$ cat config.mk
export PLATFORM = sky130hd
export DESIGN_NAME = button_conditioner
export DESIGN_NICKNAME = d
export VERILOG_FILES = /design/src/rtl/button_conditioner_pkg.sv /design/src/rtl/button_conditioner_channel.sv /design/src/rtl/button_conditioner.sv
export SDC_FILE = /design/constraint.sdc
export NUM_CORES = 1
export LEC_CHECK = 0
export BUFFER_PORTS_ARGS = -buffer_cell sky130_fd_sc_hd__buf_2
export CELL_PAD_IN_SITES_DETAIL_PLACEMENT = 1
export CELL_PAD_IN_SITES_GLOBAL_PLACEMENT = 1
export CORE_ASPECT_RATIO = 1.1
export CORE_MARGIN = 10
export CORE_UTILIZATION = 52
export CTS_CLUSTER_SIZE = 10
export DETAILED_ROUTE_END_ITERATION = 10
export GPL_TIMING_DRIVEN = 0
export PLACE_DENSITY_LB_ADDON = 0.1
export SYNTH_ARGS = -nofsm -noshare
export SYNTH_HDL_FRONTEND = slang
export SYNTH_SLANG_ARGS = --single-unit
export TNS_END_PERCENT = 1
$ cat constraint.sdc
create_clock -name clk -period 5.1 [get_ports clk]
set_input_delay 0.765 -clock clk [delete_from_list [all_inputs] [get_ports clk]]
set_output_delay 0.765 -clock clk [all_outputs]
set_load 0.03 [all_outputs]
$ cat src/rtl/button_conditioner_pkg.sv
`default_nettype none
// button_conditioner_pkg -- repeat-FSM state encoding and board defaults shared by the conditioner.
// Rev 1.0
package button_conditioner_pkg;

  typedef enum logic [1:0] {
    RPT_IDLE   = 2'd0,
    RPT_DELAY  = 2'd1,
    RPT_REPEAT = 2'd2
  } rpt_state_t;

  // 10 ms of stability at the 50 MHz board clock
  localparam int BOARD_DEBOUNCE_CYCLES = 500000;

endpackage
`default_nettype wire

$ cat src/rtl/button_conditioner_channel.sv
`default_nettype none
// button_conditioner_channel -- one button: 2-FF sync, debounce, edge pulses, optional auto-repeat.
// Rev 1.0
module button_conditioner_channel
  import button_conditioner_pkg::*;
#(
  parameter int DEBOUNCE_CYCLES = BOARD_DEBOUNCE_CYCLES,
  parameter bit REPEAT_EN       = 1'b0,
  parameter int REPEAT_DELAY    = 25000000,
  parameter int REPEAT_PERIOD   = 5000000
) (
  input  logic clk,
  input  logic async_nreset,
  input  logic pressed_raw,
  output logic level,
  output logic rise,
  output logic fall,
  output logic press
);

  localparam int CNT_W   = $clog2(DEBOUNCE_CYCLES + 1);
  localparam int RPT_MAX = (REPEAT_DELAY > REPEAT_PERIOD) ? REPEAT_DELAY : REPEAT_PERIOD;
  localparam int RCNT_W  = $clog2(RPT_MAX + 1);

  localparam logic [CNT_W-1:0]  CNT_LAST    = CNT_W'(DEBOUNCE_CYCLES - 1);
  localparam logic [RCNT_W-1:0] DELAY_LAST  = RCNT_W'(REPEAT_DELAY - 1);
  localparam logic [RCNT_W-1:0] PERIOD_LAST = RCNT_W'(REPEAT_PERIOD - 1);

  logic              sync_meta;
  logic              sync_out;
  logic [CNT_W-1:0]  cnt;
  logic              accept;
  rpt_state_t        state;
  logic [RCNT_W-1:0] rcnt;

  always_ff @(posedge clk or negedge async_nreset) begin
    if (!async_nreset) begin
      sync_meta <= 1'b0;
      sync_out  <= 1'b0;
    end else begin
      sync_meta <= pressed_raw;
      sync_out  <= sync_meta;
    end
  end

  // True on the edge where a candidate level has been stable long enough
  assign accept = (sync_out != level) && (cnt == CNT_LAST);

  always_ff @(posedge clk or negedge async_nreset) begin
    if (!async_nreset) begin
      level <= 1'b0;
      cnt   <= '0;
      rise  <= 1'b0;
      fall  <= 1'b0;
    end else begin
      rise <= 1'b0;
      fall <= 1'b0;
      if (sync_out == level) begin
        cnt <= '0;
      end else if (cnt == CNT_LAST) begin
        level <= sync_out;
        cnt   <= '0;
        rise  <= sync_out;
        fall  <= ~sync_out;
      end else begin
        cnt <= cnt + 1'b1;
      end
    end
  end

  // An accepted release always wins over a coincident repeat terminal count
  always_ff @(posedge clk or negedge async_nreset) begin
    if (!async_nreset) begin
      state <= RPT_IDLE;
      rcnt  <= '0;
      press <= 1'b0;
    end else begin
      press <= 1'b0;
      if (accept && sync_out) begin
        press <= 1'b1;
        state <= REPEAT_EN ? RPT_DELAY : RPT_IDLE;
        rcnt  <= '0;
      end else if (accept) begin
        state <= RPT_IDLE;
        rcnt  <= '0;
      end else begin
        case (state)
          RPT_DELAY: begin
            if (rcnt == DELAY_LAST) begin
              press <= 1'b1;
              state <= RPT_REPEAT;
              rcnt  <= '0;
            end else begin
              rcnt <= rcnt + 1'b1;
            end
          end
          RPT_REPEAT: begin
            if (rcnt == PERIOD_LAST) begin
              press <= 1'b1;
              rcnt  <= '0;
            end else begin
              rcnt <= rcnt + 1'b1;
            end
          end
          default: begin
            state <= RPT_IDLE;
            rcnt  <= '0;
          end
        endcase
      end
    end
  end

endmodule
`default_nettype wire

$ cat src/rtl/button_conditioner.sv
`default_nettype none
// button_conditioner -- N independent push-button channels: polarity normalisation plus per-channel conditioning.
// Rev 1.0
module button_conditioner
  import button_conditioner_pkg::*;
#(
  parameter int N_BUTTONS       = 2,
  parameter int DEBOUNCE_CYCLES = BOARD_DEBOUNCE_CYCLES,
  parameter int ACTIVE_LOW      = 1,
  parameter int REPEAT_EN       = 0,
  parameter int REPEAT_DELAY    = 25000000,
  parameter int REPEAT_PERIOD   = 5000000
) (
  input  logic                 clk,
  input  logic                 async_nreset,
  input  logic [N_BUTTONS-1:0] btn_raw,
  output logic [N_BUTTONS-1:0] btn_level,
  output logic [N_BUTTONS-1:0] btn_re,
  output logic [N_BUTTONS-1:0] btn_fe,
  output logic [N_BUTTONS-1:0] btn_press
);

  logic [N_BUTTONS-1:0] pressed_raw;

  assign pressed_raw = (ACTIVE_LOW != 0) ? ~btn_raw : btn_raw;

  for (genvar i = 0; i < N_BUTTONS; i++) begin : g_chan
    button_conditioner_channel #(
      .DEBOUNCE_CYCLES (DEBOUNCE_CYCLES),
      .REPEAT_EN       (REPEAT_EN != 0),
      .REPEAT_DELAY    (REPEAT_DELAY),
      .REPEAT_PERIOD   (REPEAT_PERIOD)
    ) u_chan (
      .clk          (clk),
      .async_nreset (async_nreset),
      .pressed_raw  (pressed_raw[i]),
      .level        (btn_level[i]),
      .rise         (btn_re[i]),
      .fall         (btn_fe[i]),
      .press        (btn_press[i])
    );
  end

endmodule
`default_nettype wire

* Word level (Yosys, flattened, before mapping)
Cells that the tools add are included.
** Storage, ports and cells
- Register bits :: 104
- Latch bits :: 0
- Bits in writable memories :: 0
- Bits in read-only memories :: 0
- Input bits :: 4
- Word-level logic and storage cells :: 93
- Memories :: 0
** Operators by class
- Add/subtract/negate cells :: 4
- Multiply operators :: 0
- Div/mod/pow operators :: 0
- $lt $le $gt $ge :: 0
- Equal/unequal tests :: 18
- Shifts and indexed selects :: 0
- Muxes and demuxes :: 40
- Bitwise logic cells :: 5
- Reductions and logical operators :: 8
** Operator list (number)
- $mux W25 :: 8
- $pmux W25 S2 :: 2
- $mux W19 :: 4
- $add A25 B1 Y25 const B :: 2
- $eq A25 B23 Y1 const B :: 2
- $eq A25 B25 Y1 const B :: 2
- $add A19 B1 Y19 const B :: 2
- $eq A19 B19 Y1 const B :: 2
- $mux W1 :: 16
- $mux W2 :: 6
- $ne A4 B1 Y1 const B :: 2
- $pmux W2 S2 :: 2
- $reduce_and A2 Y1 :: 4
- $ne A3 B1 Y1 const B :: 2
- $eq A2 B1 Y1 const B :: 2
- $eq A2 B2 Y1 const B :: 2
- $logic_and A1 B1 Y1 :: 4
- $not A1 Y1 :: 4
- $pmux W1 S2 :: 2
- $eq A1 B1 Y1 :: 2
- $ne A1 B1 Y1 :: 2
- $not A2 Y2 :: 1

* Depth between registers and ports, before layout
Gate-level depths: netlist of run 1.
- Word-level depth :: 5
- Gate-level depth with buffers :: 7
- Mapped depth without buffers :: 5

* By module
Synthesis of run 1 repeated with hierarchy kept, for this count alone.
** Unflattened totals
- Cells, all modules :: 230
- Area total of the unflattened synthesis :: 2397.3 µm²
** By module, submodules not included
- button_conditioner_channel :: times used 2, cells an instance 114, area an instance 1194.9 µm², seq. area each 625.6 µm²
- button_conditioner :: times used 1, cells an instance 2, area an instance 7.5 µm², seq. area each 0.0 µm²

* Worst setup path after synthesis of run 1
Ideal clock, no wire load.
- Path type :: flip-flop to flip-flop
- Start point :: register g_chan[1].u_chan.cnt[5]
- End point :: register g_chan[1].u_chan.level
- Setup time :: 0.125 ns
- Arrival time :: 1.715 ns
- Required time :: 4.975 ns
- Path slack :: 3.260 ns
- Cell stages (with the launch flop) :: 4
- Path buffers :: 0
- Cell sequence :: dfrtp_1 -> or4b_1 -> or3_4 -> mux2_4
** Between the ends
- Longest elaborated chain between the ends :: 2
** RTL lines
- start: declaration :: line button_conditioner_channel.sv:31 : logic [CNT_W-1:0] cnt;
- start signal: assignment :: line button_conditioner_channel.sv:66 : cnt <= cnt + 1'b1;
- $eq A19 B19 Y1 :: line button_conditioner_channel.sv:60 : end else if (cnt == CNT_LAST) begin
- $reduce_and A2 Y1 (no source line)
- end signal: assignment :: line button_conditioner_channel.sv:61 : level <= sync_out;
- end: declaration :: line button_conditioner_channel.sv:15 : output logic level,
No other way between the ends.
A chain may end at the register's enable or synchronous reset.

* Worst setup path in the final report of run 1
- Start point :: register g_chan[0].u_chan.cnt[0]
- End point :: register g_chan[0].u_chan.cnt[10]
** Between the ends
- Longest elaborated chain between the ends :: 3
- Elaborated cells between the ends (all ways) :: 4
** RTL lines
- start: declaration :: line button_conditioner_channel.sv:31
- start signal: assignment :: line button_conditioner_channel.sv:66
- $add A19 B1 Y19 / $eq A19 B19 Y1 (equally long branches) :: line button_conditioner_channel.sv:66, button_conditioner_channel.sv:60
- $mux W19 (*) :: line button_conditioner_channel.sv:60
- $mux W19 (*) :: line button_conditioner_channel.sv:58 : if (sync_out == level) begin
Mark *: on every way between the ends. The rest lies on a longest branch, timed or not.

==> impl_summary.log, run 1 <==
INFO  metric die_area = 7670 um2
INFO  metric highest_cell_delay_on_the_worst_timing_path = 0.51 ns
INFO  metric status = completed
INFO  metric starting_density_of_the_core = 0.546
INFO  metric hold_depth = 0
INFO  metric cts_made_buffers = 5
INFO  metric synth.cell_area = 2370 um2
INFO  metric via_per_inst = 5.81
INFO  metric tightestPinTransition = 1.08 ns
INFO  metric clock_transition_at_the_registers_of_the_reported_paths = 0.09 ns
INFO  metric setup_viol = 0
INFO  metric wl = 5160 um
INFO  metric timing.critical_path.from_type = flip-flop
INFO  metric vdd.ir_drop.worst = around 0.18 mV
INFO  metric clkSinkCount = 50
INFO  metric cts-hold-fix-buffers = 0
INFO  metric critical_hold_path_startpoint = g_chan[0].u_chan.sync_meta
INFO  metric antenna_cells = 0
INFO  metric post_cts.resized_instances = 0
INFO  metric total_internal_power = around 0.00055 W
INFO  metric grt_max_degree = 51
INFO  metric ys_seq_area_frac = 0.527
INFO  metric critPathArrivalTime = 2.47 ns
INFO  metric cp_max_fo = 10
INFO  metric final.fill_count = 491
INFO  metric period_share = 0.448
INFO  metric worstPathCellList = ha_1, and4_1, clkbuf_1, nand2_1, o21ai_1, buf_2, nor2_1
INFO  metric number_of_global_route_vias_before_repair = just under 2000
INFO  metric synth.net_count = 230
INFO  metric avgRoutedWirePerCell = 17.4 um
INFO  metric cts-htree-levels = 2
INFO  metric total_of_warnings_raised_by_yosys = 0
INFO  metric report.final.slew_viol_count = 0
INFO  metric cts-root-to-sink-buffers = 2
INFO  metric synth_cell_types = 38
INFO  metric synth_area_per_cell = 10.6 um2
INFO  metric detailedRoute.firstIterationViolations = 57
INFO  metric rsz0062_at_grt = false
INFO  metric io_count = 12
INFO  metric place.detailed.hpwl = roughly 3700 um
INFO  metric finalHoldViolCount = 0
INFO  metric cts_tree = done
INFO  metric critical_path.reg2reg.startpoint = g_chan[0].u_chan.cnt[0]
INFO  metric finalWeightedCongestion = 0.774
INFO  metric antenna_found_initial = 0
INFO  metric clk_latency = 0.30 ns
INFO  metric combPwrFrac = 0.033
INFO  metric grt_util_met3 = 0.0280
INFO  metric fmaxAchievable = around 0.44 GHz
INFO  metric core-area = 4350 um2
INFO  metric grt_util_all_layers = 0.142
INFO  metric net-switching-power = 0.000154 W
INFO  metric buffer_ports.inserted = 11
INFO  metric dr_total_vias = 1725
INFO  metric final_layout_size_suffix_gt1_frac = 0.165
INFO  metric cellPowerDensity = 271 nW/um2
INFO  metric min_period = between 2 and 2.5 ns
INFO  metric floorplan.die.width = 84.4 um
INFO  metric areaGrowthSynthToFinish = 9.76%
INFO  metric root_buffer = sky130_fd_sc_hd__clkbuf_8
INFO  metric ant_nets = 0
INFO  metric worst_slew_margin_relative_to_its_limit = 0.279
INFO  metric post-cts-setup-buffers = 0
INFO  metric min-delay-path-class = flip-flop to flip-flop
INFO  metric r2r_slack = approximately 2.8 ns
INFO  metric dr.pass1.iters = 4
INFO  metric rows = 25
INFO  metric final_cells = 297
INFO  metric drv_cap = 0
INFO  metric die_h = 90.8 um
INFO  metric drc = 0
INFO  metric final_net_count = 248
INFO  metric grt.overflow.total = 0
INFO  metric dp.cells = just under 300
INFO  metric syn_inst = 224
INFO  metric cpMaxStageDelayCell = sky130_fd_sc_hd__o21ai_1
INFO  metric grt_util_met1 = 0.156
INFO  metric critical_path.endpoint_type = flip-flop
INFO  metric switching_share = 0.218
INFO  metric p_leak = roughly 1.1 nW
INFO  metric fin_skew = 0.00575 ns
INFO  metric timing.setup.tns = 0 ns
INFO  metric min_delay_worst_endpoint = g_chan[0].u_chan.sync_out
INFO  metric setup.worst_path.class = flip-flop to flip-flop
INFO  metric grt_busiest_layer = met2
INFO  metric seq_power_share = 0.577
INFO  metric synthesis_stage_register_bit_count = 50
INFO  metric rr_worst_depth = 7
INFO  metric crit_required = between 5 and 6 ns
INFO  metric clkPwrFrac = 0.390
INFO  metric first_pass_grt_wire_length = 9110 um
INFO  metric crit-reg2reg-capture = g_chan[0].u_chan.cnt[10]
INFO  metric met2_layer_usage_reported_by_global_route = 0.265
-- synth_stat cells --
| cell type | instances | area [um2] |
|---|---|---|
| sky130_fd_sc_hd__mux2_4 | 1 | 15.0 |
| sky130_fd_sc_hd__nor3_1 | 4 | 20.0 |
| sky130_fd_sc_hd__xnor2_1 | 14 | 123 |
| sky130_fd_sc_hd__and3_1 | 5 | 31.3 |
| sky130_fd_sc_hd__or2_1 | 1 | 6.26 |
| sky130_fd_sc_hd__inv_1 | 6 | 22.5 |
| sky130_fd_sc_hd__nand4bb_1 | 1 | 11.3 |
| sky130_fd_sc_hd__clkbuf_1 | 1 | 3.75 |
| sky130_fd_sc_hd__or3_1 | 6 | 37.5 |
| sky130_fd_sc_hd__nor3b_1 | 6 | 45.0 |
| sky130_fd_sc_hd__o31ai_4 | 1 | 21.3 |
| sky130_fd_sc_hd__nor2_1 | 28 | 105 |
| sky130_fd_sc_hd__nand4_2 | 1 | 12.5 |
| sky130_fd_sc_hd__and4_1 | 4 | 35.0 |
| sky130_fd_sc_hd__nand3_2 | 1 | 10.0 |
| sky130_fd_sc_hd__a21oi_1 | 9 | 45.0 |
| sky130_fd_sc_hd__nand3_1 | 10 | 50.1 |
| sky130_fd_sc_hd__and3_2 | 1 | 7.51 |
| sky130_fd_sc_hd__nand2_1 | 10 | 37.5 |
| sky130_fd_sc_hd__nor4bb_1 | 2 | 20.0 |
| sky130_fd_sc_hd__buf_2 | 3 | 15.0 |
| sky130_fd_sc_hd__ha_1 | 2 | 25.0 |
| sky130_fd_sc_hd__nand2b_1 | 1 | 6.26 |
| sky130_fd_sc_hd__o21ai_0 | 6 | 30.0 |
| sky130_fd_sc_hd__nor4_1 | 4 | 25.0 |
| sky130_fd_sc_hd__o31ai_1 | 2 | 15.0 |
| sky130_fd_sc_hd__nand4_1 | 11 | 68.8 |
| sky130_fd_sc_hd__dfrtp_1 | 50 | 1250 |
| sky130_fd_sc_hd__or4b_1 | 1 | 10.0 |
| sky130_fd_sc_hd__xor2_1 | 13 | 114 |
| sky130_fd_sc_hd__or4_4 | 2 | 22.5 |
| sky130_fd_sc_hd__or4_1 | 2 | 15.0 |
| sky130_fd_sc_hd__o21ai_1 | 1 | 5.00 |
| sky130_fd_sc_hd__or3_4 | 1 | 11.3 |
| sky130_fd_sc_hd__and2_1 | 3 | 18.8 |
| sky130_fd_sc_hd__buf_4 | 8 | 60.1 |
| sky130_fd_sc_hd__a31o_2 | 1 | 8.76 |
| sky130_fd_sc_hd__mux2_2 | 1 | 11.3 |
-- per-stage QoR --
step / power [W] / hold WS (ns) / setup WS [ns] / area [um2] / utilization
global placement: 0.000437 / 0.334 / 2.96 / 2490 / 0.574
CTS: 0.000711 / 0.363 / 2.81 / 2600 / 0.599
detailed placement: 0.000440 / 0.342 / 2.85 / 2490 / 0.574
finish: 0.000707 / 0.361 / 2.81 / 2600 / 0.599
floorplan: 0.000425 / 0.331 / 3.26 / 2370 / -
global route: 0.000738 / 0.378 / 2.59 / 2600 / 0.599
-- metal layers --
layer	vias to the layer above	share of wire
met5	-	0
met4	0	0.017
met3	8	0.018
met2	14	0.56
met1	888	0.40
li1	815	-
-- logic make-up (layout without fill, tap and decap cells) --
logic type / after synthesis / in the layout / share of synthesized area
buf+inv: 18 / 37 / 0.0427
compound gates: 20 / 20 / 0.0527
xor+xnor: 27 / 27 / 0.0997
simple gates: 105 / 105 / 0.256
mux: 2 / 2 / 0.0111
fa+ha+maj: 2 / 2 / 0.0105
flops: 50 / 50 / 0.527
-- how the worst max path moves through the flow --
stage | start | end | slack, ns | depth (start not counted)
finish | g_chan[0].u_chan.cnt[0] | g_chan[0].u_chan.cnt[10] | 2.81 | 7
global route | g_chan[0].u_chan.cnt[0] | g_chan[0].u_chan.cnt[8] | 2.59 | 7
CTS | g_chan[0].u_chan.cnt[0] | g_chan[0].u_chan.cnt[8] | 2.81 | 7
detailed placement | g_chan[0].u_chan.cnt[0] | g_chan[0].u_chan.cnt[8] | 2.85 | 7
global placement | g_chan[0].u_chan.cnt[0] | g_chan[0].u_chan.cnt[3] | 2.96 | 7
floorplan | g_chan[1].u_chan.cnt[5] | g_chan[1].u_chan.level | 3.26 | 3
-- worst max-delay path, delay by kind of cell, from the launching register on --
| kind | cells | cell delay [ns] |
|---|---|---|
| AOI/OAI and AO/OA | 1 | 0.51 |
| DFF | 1 | 0.40 |
| adders and majority gates | 1 | 0.22 |
| and+or+nand+nor | 3 | 0.44 |
| buffers and inverters | 2 | 0.60 |
-- area by class of cell --
type,count,area (um2),share of cell area
Tap cell,54,67.6,0.0259
Inverter,6,22.5,0.00865
Clock buffer,5,68.8,0.0264
Timing Repair Buffer,11,55.1,0.0211
Sequential cell,50,1250,0.481
Clock inverter,3,40.0,0.0154
Buffer,12,78.8,0.0303
Multi-Input combinational cell,156,1020,0.392
-- state kept, by name, indices dropped and copies added (netlist names) --
signal	count
g_chan.u_chan.rise	2
g_chan.u_chan.level	2
g_chan.u_chan.press	2
g_chan.u_chan.sync_out	2
g_chan.u_chan.sync_meta	2
g_chan.u_chan.fall	2
g_chan.u_chan.cnt	38
-- cells in the final DEF, fill, tap and decap left out, types with 3 or more instances in the layout --
cell type and count:
sky130_fd_sc_hd__dfrtp_1 50, sky130_fd_sc_hd__nor2_1 28, sky130_fd_sc_hd__buf_2 14, sky130_fd_sc_hd__xnor2_1 14, sky130_fd_sc_hd__xor2_1 13, sky130_fd_sc_hd__nand4_1 11, sky130_fd_sc_hd__nand3_1 10, sky130_fd_sc_hd__nand2_1 10
sky130_fd_sc_hd__a21oi_1 9, sky130_fd_sc_hd__buf_4 8, sky130_fd_sc_hd__inv_1 6, sky130_fd_sc_hd__o21ai_0 6, sky130_fd_sc_hd__or3_1 6, sky130_fd_sc_hd__nor3b_1 6, sky130_fd_sc_hd__and3_1 5, sky130_fd_sc_hd__clkbuf_8 5
sky130_fd_sc_hd__nor4_1 4, sky130_fd_sc_hd__nor3_1 4, sky130_fd_sc_hd__and4_1 4, sky130_fd_sc_hd__and2_1 3
-- power by group through the flow --
stage / logic (W) / clock network (W) / registers [W]
finish: 0.0000233 / 0.000276 / 0.000408
global route: 0.0000272 / 0.000302 / 0.000409
CTS: 0.0000244 / 0.000279 / 0.000408
detailed placement: 0.0000242 / 0 / 0.000415
global placement: 0.0000225 / 0 / 0.000414
floorplan: 0.0000113 / 0 / 0.000414
No activity file was read; power rests on OpenSTA's default activity.
==> run 2, diff against run 1 <==
- CORE_UTILIZATION: 52 -> 48
- clock period: 5.1 -> 2.24 ns (I/O delays scaled with it)
==> run 2 against run 1 <==
- clock power increased by 140%
- fmax increased by 11%
- power increased by 130%
- combinational power increased by 130%
- hold slack got worse by 0.20 ns
- die area increased by 6.4%
- highest routed layer unchanged
- non-clock buffer count unchanged
- critical path type unchanged
- routed wire length decreased by 1.6%
- largest power group unchanged
- sequential cell count unchanged
==> impl_summary.log, run 2 (synthesis results as in run 1) <==
INFO  metric worst_slew_margin_relative_to_its_limit = 0.271
INFO  metric ant_nets = 0
INFO  metric vdd.ir_drop.worst = 0.407 mV
INFO  metric final-seq-area = 1250 um2
INFO  metric setup.worst_path.start = g_chan[0].u_chan.cnt[0]
INFO  metric grt_max_degree = 51
INFO  metric final_layout_size_suffix_gt1_frac = 0.169
INFO  metric critical_path.reg2reg.startpoint = g_chan[0].u_chan.cnt[0]
INFO  metric min-delay-path-class = primary input to flip-flop
INFO  metric finalWeightedCongestion = 0.803
INFO  metric status = completed
INFO  metric starting_density_of_the_core = 0.503
INFO  metric fmaxAchievable = 0.484 GHz
INFO  metric die_area = around 8000 um2
INFO  metric p_leak = 1.14 nW
INFO  metric largest_register_ff_count = 38
INFO  metric clock_transition_at_the_registers_of_the_reported_paths = roughly 0.1 ns
INFO  metric critical_hold_path_startpoint = btn_raw[1]
INFO  metric place.detailed.hpwl = approximately 3600 um
INFO  metric areaGrowthSynthToFinish = 10.7%
INFO  metric report.final.slew_viol_count = 0
INFO  metric number_of_global_route_vias_before_repair = 1883
INFO  metric grt.overflow.total = 0
INFO  metric cellPowerDensity = 625 nW/um2
INFO  metric dr_total_vias = ~1700
INFO  metric root_buffer = sky130_fd_sc_hd__clkbuf_8
INFO  metric clkSinkCount = 50
INFO  metric antenna_found_initial = 0
INFO  metric postLayoutSetupSlackWorst = about 0.17 ns
INFO  metric crit-reg2reg-capture = g_chan[0].u_chan.cnt[7]
INFO  metric drv_cap = 0
INFO  metric critPathArrivalTime = 2.26 ns
INFO  metric die_h = 93.7 um
INFO  metric setup_viol = 0
INFO  metric min_period = 2.07 ns
INFO  metric drc = 0
INFO  metric final_net_count = 248
INFO  metric cts_tree = done
INFO  metric post-place-ws = -0.0891 ns
INFO  metric cts_made_buffers = 5
INFO  metric hold-worst-slack = 0.158 ns
INFO  metric wl = approximately 5100 um
INFO  metric grt_util_all_layers = 0.134
INFO  metric tightestPinTransition = approximately 1.1 ns
INFO  metric layout.core_utilization = 0.556
INFO  metric setup.worst_path.class = flip-flop to flip-flop
INFO  metric rows = 26
INFO  metric period_share = 0.922
INFO  metric buffer_ports.inserted = 11
INFO  metric clk_latency = 0.31 ns
INFO  metric critical_path.endpoint_type = flip-flop
INFO  metric cts-root-to-sink-buffers = 2
INFO  metric crit_required = approximately 2.4 ns
INFO  metric multiInputGateArea = between 1000 and 1500 um2
INFO  metric largest-register = g_chan.u_chan.cnt
INFO  metric dr.pass1.iters = 4
INFO  metric rr_worst_depth = 7
INFO  metric core-area = between 4000 and 5000 um2
INFO  metric via_per_inst = about 5.7
INFO  metric floorplan.die.width = 87.0 um
INFO  metric finalHoldViolCount = 0
INFO  metric antenna_cells = 0
INFO  metric r2r_slack = about 0.17 ns
INFO  metric rsz0062_at_grt = false
INFO  metric layout_common_cells = 50 x sky130_fd_sc_hd__dfrtp_1, 28 x sky130_fd_sc_hd__nor2_1, 14 x sky130_fd_sc_hd__buf_2, 14 x sky130_fd_sc_hd__xnor2_1, 13 x sky130_fd_sc_hd__xor2_1
INFO  metric report.power.total = 0.00164 W
INFO  metric io_count = 12
INFO  metric worst_setup_path_end = g_chan[0].u_chan.cnt[7]
INFO  metric detailedRoute.firstIterationViolations = 72
INFO  metric first_pass_grt_wire_length = 8910 um
INFO  metric avgRoutedWirePerCell = 17.0 um
INFO  metric cp_max_fo = 10
INFO  metric leading_cell_type_in_the_layout_fill_and_taps_excluded = sky130_fd_sc_hd__dfrtp_1
INFO  metric timing.critical_path.from_type = flip-flop
INFO  metric fin_skew = 0.0101 ns
INFO  metric final.fill_count = approximately 530
INFO  metric cts-htree-levels = 2
## run 2: worst min-delay path by stage
stage | cells past startpoint | slack, ns | end
global placement | 0 | 0.33 | g_chan[0].u_chan.sync_out
finish | 2 | 0.16 | g_chan[1].u_chan.sync_meta
detailed placement | 0 | 0.34 | g_chan[1].u_chan.sync_out
CTS | 2 | 0.14 | g_chan[1].u_chan.sync_meta
global route | 2 | 0.14 | g_chan[0].u_chan.sync_meta
floorplan | 0 | 0.04 | g_chan[0].u_chan.cnt[0]
## run 2: what timing repair did
action	CTS	global route
pin swaps	0	0
setup endpoints to repair	10	9
hold buffers	0	0
resized for setup	1	1
setup buffers	0	0
## run 2: layout make-up
class	count	area share
multi-input combinational	156	0.393
clock inverter	3	0.0181
inverter	6	0.00858
tap	56	0.0267
timing repair buffer	11	0.0210
clock buffer	5	0.0262
buffer	12	0.0300
sequential	50	0.477
## run 2: worst max-delay path: stages, from the launching register on
cell                       delay, ns
sky130_fd_sc_hd__dfrtp_1        0.41
sky130_fd_sc_hd__ha_1           0.23
sky130_fd_sc_hd__and4_1         0.20
sky130_fd_sc_hd__clkbuf_1       0.23
sky130_fd_sc_hd__nand2_1        0.20
sky130_fd_sc_hd__o21ai_4        0.31
sky130_fd_sc_hd__buf_2          0.29
sky130_fd_sc_hd__nor2_1         0.08
## run 2: metal layers
metal	wire length, um	up-vias	GRT usage
li1	-	815	-
met1	2090	875	0.154
met2	2780	12	0.235
met3	96	10	0.0304
met4	109	0	0.0500
met5	0	-	0
## run 2: through the flow
stage / setup TNS (ns) / instances / area, um2
after global placement: -0.154 / 291 / 2500
after global routing: 0 / 299 / 2630
final: 0 / 299 / 2630
after CTS: 0 / 299 / 2620
after floorplan: 0 / 224 / 2370
after detailed placement: -0.803 / 291 / 2500
## run 2: power breakdown
part           switching (W)  leakage (nW)   total, W  internal, W
Combinational      0.0000383         0.396  0.0000543    0.0000160
Clock               0.000320        0.0587   0.000659     0.000339
Sequential         0.0000138         0.684   0.000928     0.000914
Total               0.000372          1.14    0.00164      0.00127
